===== config.mk =====
export PLATFORM = sky130hd
export DESIGN_NAME = switch_input_ctrl
export DESIGN_NICKNAME = d
export VERILOG_FILES = /design/src/rtl/switch_input_ctrl.sv
export SDC_FILE = /design/constraint.sdc
export NUM_CORES = 1
export LEC_CHECK = 0
export CAP_MARGIN = 5
export CELL_PAD_IN_SITES_DETAIL_PLACEMENT = 2
export CELL_PAD_IN_SITES_GLOBAL_PLACEMENT = 2
export CORE_UTILIZATION = 30
export CTS_CLUSTER_SIZE = 30
export DETAILED_ROUTE_END_ITERATION = 12
export GPL_ROUTABILITY_DRIVEN = 1
export GPL_TIMING_DRIVEN = 0
export PLACE_DENSITY_LB_ADDON = 0.1
export SETUP_SLACK_MARGIN = 0.15
export SKIP_LAST_GASP = 1
export SLEW_MARGIN = 25
export SYNTH_ARGS = -nofsm -noshare
export SYNTH_HDL_FRONTEND = slang
export SYNTH_SLANG_ARGS = --single-unit

===== constraint.sdc =====
create_clock -name clk -period 2.1 [get_ports clk]
set_input_delay 0.315 -clock clk [delete_from_list [all_inputs] [get_ports clk]]
set_output_delay 0.315 -clock clk [all_outputs]
set_load 0.005 [all_outputs]

===== src/rtl/switch_input_ctrl.sv =====
// Hex number entry front-end: synchronizes switches/buttons, edge-detects button
// presses, edits an 8-digit buffer and hands committed numbers downstream.
// Optional build macro SWITCH_INPUT_DEBOUNCE_EN adds per-button debounce filters.
module switch_input_ctrl #(
  parameter logic [19:0] DEBOUNCE_CYCLES = 20'd1000000
) (
  input  logic        clk,
  input  logic        rst,
  input  logic [3:0]  sw,
  input  logic        btn_add,
  input  logic        btn_del,
  input  logic        btn_enter,
  input  logic        flag,
  output logic [31:0] data,
  output logic        write_enable,
  output logic [31:0] display,
  output logic [3:0]  digit_count,
  output logic        pending,
  output logic [1:0]  state_dbg
);

  typedef enum logic [1:0] {
    EDIT  = 2'd0,
    WAIT  = 2'd1,
    WRITE = 2'd2
  } state_t;

  state_t      state_q, state_d;
  logic [6:0]  sync1_q, sync2_q;
  logic [2:0]  btn_sync, filt, prev_q, pulse;
  logic [3:0]  sw_sync;
  logic [31:0] display_q, display_d;
  logic [31:0] data_q, data_d;
  logic [3:0]  count_q, count_d;
  logic        we_q;

  // Bit order: {sw[3:0], enter, del, add}
  always_ff @(posedge clk or negedge rst) begin
    if (!rst) begin
      sync1_q <= '0;
      sync2_q <= '0;
    end else begin
      sync1_q <= {sw, btn_enter, btn_del, btn_add};
      sync2_q <= sync1_q;
    end
  end

  assign btn_sync = sync2_q[2:0];
  assign sw_sync  = sync2_q[6:3];

`ifdef SWITCH_INPUT_DEBOUNCE_EN
  logic [2:0]  filt_q;
  logic [19:0] cnt_q [3];

  // Level is accepted only after DEBOUNCE_CYCLES consecutive differing samples.
  always_ff @(posedge clk or negedge rst) begin
    if (!rst) begin
      filt_q <= '0;
      for (int i = 0; i < 3; i++) cnt_q[i] <= '0;
    end else begin
      for (int i = 0; i < 3; i++) begin
        if (btn_sync[i] == filt_q[i]) begin
          cnt_q[i] <= '0;
        end else if (cnt_q[i] >= DEBOUNCE_CYCLES - 20'd1) begin
          filt_q[i] <= btn_sync[i];
          cnt_q[i]  <= '0;
        end else begin
          cnt_q[i] <= cnt_q[i] + 20'd1;
        end
      end
    end
  end

  assign filt = filt_q;
`else
  assign filt = btn_sync;
`endif

  always_ff @(posedge clk or negedge rst) begin
    if (!rst) prev_q <= '0;
    else      prev_q <= filt;
  end

  assign pulse = filt & ~prev_q;

  always_ff @(posedge clk or negedge rst) begin
    if (!rst) begin
      state_q   <= EDIT;
      display_q <= '0;
      data_q    <= '0;
      count_q   <= '0;
      we_q      <= 1'b0;
    end else begin
      state_q   <= state_d;
      display_q <= display_d;
      data_q    <= data_d;
      count_q   <= count_d;
      we_q      <= (state_d == WRITE);
    end
  end

  // Priority inside EDIT: enter, then delete, then add.
  always_comb begin
    state_d   = state_q;
    display_d = display_q;
    data_d    = data_q;
    count_d   = count_q;
    case (state_q)
      EDIT: begin
        if (pulse[2]) begin
          data_d  = display_q;
          state_d = WAIT;
        end else if (pulse[1]) begin
          if (count_q != 4'd0) begin
            display_d = display_q >> 4;
            count_d   = count_q - 4'd1;
          end
        end else if (pulse[0]) begin
          if (count_q < 4'd8) begin
            display_d = {display_q[27:0], sw_sync};
            count_d   = count_q + 4'd1;
          end
        end
      end
      WAIT: begin
        if (flag) state_d = WRITE;
      end
      WRITE: begin
        state_d   = EDIT;
        display_d = '0;
        count_d   = '0;
      end
      default: state_d = EDIT;
    endcase
  end

  assign data         = data_q;
  assign write_enable = we_q;
  assign display      = display_q;
  assign digit_count  = count_q;
  assign pending      = (state_q == WAIT) || (state_q == WRITE);
  assign state_dbg    = state_q;

endmodule

==> impl_metrics.toml, run 1 <==
[outcome]
outcome = "complete, no violations"

[synthesis]
synth_edf_count = 0
synthCells = 310
ys_seq_area_share_pct = 58.3
ys.flop_type = "dfrtp_1"
syn_avg_cell_area_um2 = 12.2
ys_ff_latch = 88
syn_area_um2 = 3780
ys_async_sr_fraction_pct = 100
ys_warn_count = 0
synth_cell_type_count = 30
syn_nets = 324

[floorplanning]
io_pins = 82
die_y_um = 114
num_rows = 40
coreArea_um2 = 12200
initial_core_util_pct = 31.1
die_w_um = 114
dieArea_um2 = 13000

[critical_path]
cpMostUsedCell = "buf_6"
max_stage_delay_ns = 0.42
crit_buf_inv = 4
crit_fanout = 10
setup.worst_path.end_class = "flip-flop"
cp_cell_sequence = "buf_4 -> ha_4 -> buf_6 -> or2_4 -> nand2_2 -> a311oi_4 -> buf_6 -> buf_12 -> mux2_4"
cp_top_family = "buffers and inverters"
required_ns = 2.32
critPathLaunchType = "flip-flop"
crit_slowest_cell = "dfrtp_2"
worstPathArrival_ns = 2.16
crit_type = "reg -> reg"

[placement]
dp_slack_ns = -0.321
hpwl_um = 6750
portBuffers = 81
gp_congestion = 0.711
placed_area_um2 = 4870

[sta]
finalHoldViolCount = 0
setup_viol = 0
max_freq_ghz = 0.517
setup_ws_ns = 0.166
whs_ns = 0.348
worst_pin_slew_ns = 0.543
period_minus_slack_ns = 1.93
skew_ns = 0.00558
fin_crit_sh_pct = 92.1
drv_slew = 0
slew_headroom_pct = 63.3
rsz0062_at_grt = "true"

[cells_and_area]
final_cell_area_um2 = 5280
fin_nets = 429
fillCellCount = 1256
antenna_cells = 0
mostFrequentLayoutCells = "dfrtp_1 (87), clkdlybuf4s50_1 (80), nand2_1 (64), mux2_2 (34), a21oi_1 (31)"
final_common_cell = "dfrtp_1"
syn_to_final_growth_pct = 39.8
utilization_pct = 43.4
final_layout_size_suffix_gt1_share_pct = 24.5

[power]
p_total_mw = 7.51
ir_drop_mv = 0.481
leakage_nw = 2.32
power_switching_mw = 2.34
p_sw_share_pct = 31.1
clockPowerShare_pct = 19.6
intPower_mw = 5.18
power_density_nw_per_um2 = 1420
power_frac_seq_pct = 36.8
combinationalPowerShare_pct = 43.6

[global_routing]
grt_overflow = 0
antenna_found_initial = 0
grt_use_total_pct = 16.6
grt_pass1_vias = 3070
grt_pass1_wl_um = 16400
grt_max_degree = 55

[clock_tree]
cts.sinks = 88
tritoncts = "done"
path_clk_slew_ns = 0.06
root_buffer = "clkbuf_16"
htreeDepth = 3
insertion_delay_ns = 0.34
cts_buffer_depth = 2
cts_buffers = 9

[drt]
viasPerCell = 4.69
routed_wl_um = 9810
wl_per_cell_um = 16.7
drt_iter0_drc = 95
drc = 0
ant_nets = 0
vias = 2755
drt-pass1-iter-count = 3

[hold_path]
hold_path.class = "reg -> reg"

[flow_run]
max_cap_violations = 0
[Yosys cell counts (all sizes together) (4+ instances only)]
| master | n | area (um2) |
|---|---|---|
| mux2i | 5 | 50.1 |
| mux2 | 58 | 728 |
| nand2 | 65 | 246 |
| a21oi | 31 | 155 |
| o21ai | 5 | 25.0 |
| inv | 9 | 33.8 |
| clkbuf | 9 | 33.8 |
| dfrtp | 88 | 2200 |
| nor2 | 4 | 15.0 |
| ha | 4 | 50.1 |
| buf | 9 | 62.6 |
| nor3 | 4 | 20.0 |
[area by class of cell]
type                    count  area (um2)  share of cell area (%)
inverters                   9        33.8                   0.640
flip-flops and latches     88        2200                    41.7
multi-input cells         195        1490                    28.2
clock buffers              12         246                    4.67
repair buffers             94         940                    17.8
well taps                 168         210                    3.98
clock inverters             4        20.0                   0.379
plain buffers              18         140                    2.65
[repair_timing]
action	CTS	global route
hold buffers	1	0
hold endpoints to repair	34	0
pin swaps	1	4
endpoints found under the setup margin	71	43
buffers inserted	8	3
resized for setup	13	6
[worst register-to-register path, cell delays in order (launching register included)]
cell,delay (ns)
dfrtp_2,0.42
buf_4,0.15
ha_4,0.15
buf_6,0.11
or2_4,0.25
nand2_2,0.09
a311oi_4,0.04
buf_6,0.17
buf_12,0.15
mux2_4,0.30
[final timing paths]
kind | startpoint | to | slack (ns) | cells past startpoint
setup reg to reg | state_dbg[1] | display[16] | 0.17 | 9
setup / recovery | state_dbg[1] | display[16] | 0.17 | 9
hold reg to reg | sync1_q[0] | sync2_q[0] | 0.35 | 0
max in group asynchronous | rst | state_dbg[1] | 1.07 | 3
min in group asynchronous | rst | data[25] | 0.43 | 2
hold / removal | sync1_q[0] | sync2_q[0] | 0.35 | 0
[routing by layer]
layer,global-route usage [%],routed length [um],vias up
met5,0,0,-
met4,8.14,228,0
met3,3.02,321,17
met2,26.1,4730,57
met1,22.0,4530,1425
li1,-,-,1256
[sequential cells by signal, summed over array words and instances (netlist names)]
signal,flops
digit_count,4
sync2_q,7
sync1_q,7
state_dbg,2
write_enable,1
data,32
prev_q,3
display,32
[metrics by stage]
stage | instances | TNS [ns]
floorplan | 310 | 0
global placement | 559 | -249.87
detailed placement | 560 | -10.88
CTS | 585 | 0
global route | 588 | 0
finish | 588 | 0
[kinds of logic (layout without fill, tap and decap cells)]
family	after synthesis	in the layout	share of synthesized area [%]
and+or+nand+nor	84	84	9.34
DFF	88	88	58.3
AOI/OAI and AO/OA	43	43	6.79
xor gates and xnor gates	1	1	0.232
adders and majority gates	4	4	1.32
buffers and inverters	27	137	3.44
muxes	63	63	20.6
[power groups by stage]
stage               clock, mW  sequential [mW]  combinational [mW]
floorplan                   0             2.70                1.55
global placement            0             2.78                2.95
detailed placement          0             2.82                3.05
CTS                      1.53             2.79                3.29
global route             1.60             2.85                3.56
finish                   1.47             2.77                3.28
(Power assumes the default switching activity.)
==> run 2: changes to the inputs <==
==> constraint.sdc (replaced) <==
create_clock -name clk -period 2.1 [get_ports clk]
set_input_delay 0.21 -clock clk [delete_from_list [all_inputs] [get_ports clk]]
set_output_delay 0.21 -clock clk [all_outputs]
set_load 0.005 [all_outputs]
==> results of run 2 <==
The final DEF is identical to that of run 1. Status: complete, no violations.
Among the figures that moved: hold slack 0.348 ns -> 0.305 ns; end point of the worst hold path sync2_q[0] -> sync1_q[6]
==> run 3: changes to the inputs <==
--- a/config.mk
+++ b/config.mk
@@ -8,7 +8,7 @@
 export CAP_MARGIN = 5
 export CELL_PAD_IN_SITES_DETAIL_PLACEMENT = 2
 export CELL_PAD_IN_SITES_GLOBAL_PLACEMENT = 2
-export CORE_UTILIZATION = 30
+export CORE_UTILIZATION = 33
 export CTS_CLUSTER_SIZE = 30
 export DETAILED_ROUTE_END_ITERATION = 12
 export GPL_ROUTABILITY_DRIVEN = 1
==> constraint.sdc (replaced) <==
create_clock -name clk -period 1.8 [get_ports clk]
set_input_delay 0.18 -clock clk [delete_from_list [all_inputs] [get_ports clk]]
set_output_delay 0.18 -clock clk [all_outputs]
set_load 0.005 [all_outputs]
==> run 3 against run 2 <==
Against the previous run: the flow now finishes with violations (negative setup slack); largest power group unchanged; die area decreased by 8.9%; global-route usage increased by 1.6 points; combinational power up 31%; highest routed layer unchanged; largest cell class unchanged; total power increased by 27%; setup slack worse by 0.35 ns.
==> impl_metrics.toml, run 3 (synthesis gave the netlist of run 1 again) <==
[clock_tree]
insertion_delay_ns = 0.34
htreeDepth = 3
tritoncts = "done"
cts_buffers = 9
cts.sinks = 88
root_buffer = "clkbuf_16"
cts_buffer_depth = 2
path_clk_slew_ns = 0.06

[power]
ir_drop_mv = 0.588
leakage_nw = 2.49
power_density_nw_per_um2 = 1720

[cells_and_area]
fin_nets = 440
multi_input_area_um2 = 1540
utilization_pct = 50.7
mostFrequentLayoutCells = "dfrtp_1 (86), clkdlybuf4s50_1 (79), nand2_1 (64), a21oi_1 (31), mux2_4 (30)"
final_cell_count_no_fill = 571
final_layout_size_suffix_gt1_share_pct = 28.3
antenna_cells = 0
fillCellCount = 1075
final_common_cell = "dfrtp_1"
syn_to_final_growth_pct = 47.5
regArea_um2 = 2200

[floorplanning]
initial_core_util_pct = 34.4
die_w_um = 109
num_rows = 38
coreArea_um2 = 11000
dieArea_um2 = 11900
die_y_um = 109
io_pins = 82

[critical_path]
critPathLaunchType = "flip-flop"
max_stage_delay_ns = 0.42
crit_buf_inv = 3
worstPathArrival_ns = 2.20
required_ns = 2.03
crit_fanout = 10
cp_top_family = "flip-flops"
rrSetupSlack_ns = -0.18
reg2reg_depth = 8
cp_cell_sequence = "inv_2 -> ha_4 -> nand3b_1 -> nand2_4 -> a311oi_4 -> buf_6 -> buf_12 -> mux2_4"
cp-startpoint = "state_dbg[1]"
setup.worst_path.end_class = "flip-flop"
crit_slowest_cell = "dfrtp_2"
crit_type = "reg -> reg"
crit_cells = 8
worstReg2RegStart = "state_dbg[1]"

[placement]
gp_congestion = 0.721
place_inst = 532
hpwl_um = 6750
portBuffers = 81

[drt]
vias = 2834
drt-pass1-iter-count = 4
wl_per_cell_um = 18.8
drc = 0
ant_nets = 0
drt_iter0_drc = 88
routed_wl_um = 10700
viasPerCell = 4.96

[hold_path]
hold_path.class = "in -> reg"
hold_start = "btn_enter"
hold_depth = 1

[sta]
slew_headroom_pct = 58.3
max_freq_ghz = 0.505
whs_ns = 0.273
setup_tns_ns = -5.38
setup_viol = 36
period_minus_slack_ns = 1.98
skew_ns = 0.00483
finalHoldViolCount = 0
setup_ws_ns = -0.180
fin_crit_sh_pct = 110
rsz0062_at_grt = "true"
drv_slew = 0
worst_pin_slew_ns = 0.618

[global_routing]
grt_busiest_layer = "met2"
use_met2_pct = 30.3
grt_max_degree = 62
grt_use_total_pct = 18.1
grt_pass1_wl_um = 16000
antenna_found_initial = 0
met3_usage_pct = 3.71
gr-usage-met1_pct = 23.1
grt_pass1_vias = 3087
grt_overflow = 0

[flow_run]
max_cap_violations = 0

[outcome]
violations = "negative setup slack"
outcome = "finished with violations"
==> run 3: routing by layer <==
layer	vias up	part of all wire, %
li1	1286	-
met1	1482	45
met2	52	51
met3	14	2.3
met4	0	1.5
met5	-	0
==> run 3: repair_timing <==
| item | 4_1_cts | 5_1_grt |
|---|---|---|
| pin swaps | 1 | 4 |
| resized for setup | 21 | 34 |
| endpoints found under the setup margin | 71 | 71 |
| hold buffers | 1 | 0 |
| cloned | 0 | 3 |
| hold endpoints to repair | 27 | 0 |
| buffers inserted | 10 | 9 |
==> run 3: where the power goes <==
group | leakage, nW | switching [mW] | internal, mW
Clock | 0.159 | 0.770 | 1.23
Sequential | 1.13 | 0.631 | 2.63
Combinational | 1.20 | 1.54 | 2.77
Total | 2.49 | 2.94 | 6.62
==> run 3: cell type report <==
class | instances | area share [%]
Sequential cell | 88 | 39.6
Buffer | 18 | 3.41
Timing Repair Buffer | 105 | 19.9
Tap cell | 140 | 3.14
Clock buffer | 14 | 5.10
Multi-Input combinational cell | 195 | 27.6
Clock inverter | 2 | 0.629
Inverter | 9 | 0.606
==> run 3: through the flow <==
| step | setup WS, ns | total power [mW] | cell area, um2 |
|---|---|---|---|
| 5_1_grt | -0.269 | 10.1 | 5570 |
| 3_3_place_gp | -2.82 | 6.67 | 4810 |
| 6_report | -0.180 | 9.56 | 5570 |
| 3_5_place_dp | -0.518 | 6.86 | 4840 |
| 4_1_cts | -0.153 | 9.24 | 5310 |
| 2_1_floorplan | -0.182 | 4.97 | 3820 |
==> run 3: path summary, 6_finish.rpt <==
path	end
worst min-delay path	sync1_q[2]
worst max register to register	display[20]
worst max-delay path	display[20]
min in group asynchronous	display[25]
worst min register to register	sync2_q[2]
max in group asynchronous	state_dbg[1]
==> patch (flow settings as in run 1) <==
Build with the macro `SWITCH_INPUT_DEBOUNCE_EN` defined.
--- a/src/rtl/switch_input_ctrl.sv
+++ b/src/rtl/switch_input_ctrl.sv
@@ -2,4 +2,6 @@
 // presses, edits an 8-digit buffer and hands committed numbers downstream.
 // Optional build macro SWITCH_INPUT_DEBOUNCE_EN adds per-button debounce filters.
+`define SWITCH_INPUT_DEBOUNCE_EN
+
 module switch_input_ctrl #(
   parameter logic [19:0] DEBOUNCE_CYCLES = 20'd1000000
Function: changed (a bounded check fails within 4 cycles, from zero or initial values and one cycle with rst low).
==> patch against run 1 <==
Maximum frequency down 0.29%; cell area rose by 73%; clock skew is 0.011 ns higher; via count up 99%; power decreased by 17%; hold slack got worse by 0.020 ns; sequential cell count grew 63; clock power up 110%; routed wire length increased by 99%; worst setup slack worse by 0.0055 ns; final cell count grew 88%; area after synthesis is 86% higher; critical path depth is 5 lower; largest cell class unchanged.
==> patch: results (changes against run 1) <==
Parameter                              Value

Run status
  Status ... complete, no violations

Routing
  Routed met1 length ... 9.09 mm (+100%)
  Pre-Repair DR Iteration Count ... 4 (+1)
  Routed wire length on met2 ... 9.71 mm (+110%)
  Number of vias per cell after detailed routing ... 4.97 (+6.0%)
  Total Wirelength ... 19.5 mm (+99%)
  Met3 WL ... 447 um (+39%)
  Initial DRC Count ... 154 (+62%)

Clock tree
  H-tree level count ... 4 (+1)
  Later-pin clock latency in the skew report ... 0.43 ns (+0.09 ns)
  Number of CTS-inserted buffers ... 17 (+8)

Global route
  Met1 routing resource usage after global routing ... 22.2% (+0.26 points)
  Met2 routing resource usage after global routing ... 29.1% (+3.0 points)
  Via count of the first global-routing pass ... 6065 (+98%)
  Overall track demand over capacity in global routing ... 17.2% (+0.66 points)
  GR Layer Usage met3 ... 3.20% (+0.19 points)
  Global-route wire length before repair ... 32.4 mm (+98%)

Worst hold path
  Hold Crit Start ... btn_add
  Worst min path class ... in -> reg

Critical path
  Cell type of the slowest stage on the worst timing path ... sky130_fd_sc_hd__or4_1
  Reg-to-Reg Start ... cnt_q[50]$_DFF_PN0_
  FF-to-FF End ... cnt_q[57]$_DFF_PN0_
  Endpoint arrival time on the critical path ... 2.28 ns (+0.12 ns)
  Worst path top cell family by delay ... simple AND/OR/NAND/NOR gates
  Largest stage delay on the critical path ... 0.63 ns (+0.21 ns)
  Peak fanout along the critical path ... 8 (-2)

Pwr
  Static power due to leakage ... 3.91 nW (+68%)
  VDD IR-drop max ... 0.000407 V (-15%)

Cells and area
  Final cell count without fillers ... 1104 (+88%)
  Net total in the final layout ... 798 (+86%)
  Layout cells sized above 1 ... 19.5% (-5.1 points)
  Fillers ... 2414 (+92%)

STA
  Final clock skew ... 0.0170 ns (+0.0114 ns)
  Headroom to the max-slew limit ... 60.5% (-2.8 points)

Place
  Half-perimeter wire length after detailed placement ... 13.4 mm (+98%)
  RD Place Congestion ... 0.749 (+5.4%)

Synth
  Sequential-to-total area share from yosys stat ... 53.9% (-4.4 points)
  Number of warnings reported in the yosys synthesis log ... 0 (unchanged)
  Biggest area contributors in the synthesized netlist ... sky130_fd_sc_hd__dfrtp_1 54%, sky130_fd_sc_hd__mux2_2 9.6%, sky130_fd_sc_hd__nand2_1 4.8%
  Ranking of synthesized cells by instance count ... 151 x sky130_fd_sc_hd__dfrtp_1, 89 x sky130_fd_sc_hd__nand2_1, 60 x sky130_fd_sc_hd__mux2_2, 44 x sky130_fd_sc_hd__nor2_1, 38 x sky130_fd_sc_hd__a21oi_1
  Synth Net Count ... 681 (+110%)
==> patch: area by class of cell <==
cell class,count,share of cell area [%]
tap,313,4.28
clock inverter,13,1.60
sequential,151,41.3
timing repair buffer,98,10.6
clock buffer,19,4.73
buffer,27,2.01
multi-input combinational,460,34.5
inverter,23,0.943
==> patch: repair_timing <==
action	CTS	global route
endpoints found under the hold margin	71	0
hold buffers	1	0
setup buffers	7	8
setup endpoints to repair	118	70
resized for setup	31	30
pin swaps	4	5
==> patch: power breakdown <==
part / switching, W / internal [W]
sequential: 0.0000212 / 0.00294
combinational: 0.000108 / 0.0000579
clock: 0.00132 / 0.00176
==> patch: stage by stage <==
step                instance area, um^2  power, W  hold slack, ns  setup slack, ns
floorplan                          7010   0.00305          0.0194            0.123
global placement                   8220   0.00315           0.337            -5.66
detailed placement                 8250   0.00317           0.331           -0.457
CTS                                9000   0.00630           0.315            0.153
global route                       9160   0.00642           0.312           0.0894
finish                             9160   0.00620           0.328            0.160
==> patch: worst min-delay path by stage <==
stage | endpoint | slack, ns | cells past startpoint
after floorplan | cnt_q[0]$_DFF_PN0_ | 0.02 | 0
after global placement | sync2_q[3]$_DFF_PN0_ | 0.34 | 0
after detailed placement | filt[2]$_DFFE_PN0P_ | 0.33 | 1
after CTS | sync1_q[5]$_DFF_PN0_ | 0.32 | 1
after global routing | sync1_q[5]$_DFF_PN0_ | 0.31 | 1
final | sync1_q[0]$_DFF_PN0_ | 0.33 | 1
==> patch: kinds of logic after synthesis <==
kind of cell | count (synthesis) | share of synthesized area [%]
AND/OR/NAND/NOR | 254 | 17.9
AO/OA/AOI/OAI | 85 | 7.37
XOR/XNOR | 44 | 5.50
multiplexers | 67 | 10.6
flip-flops | 151 | 53.9
adder cells (fa/ha/maj) | 10 | 1.89
buffers and inverters | 50 | 2.84
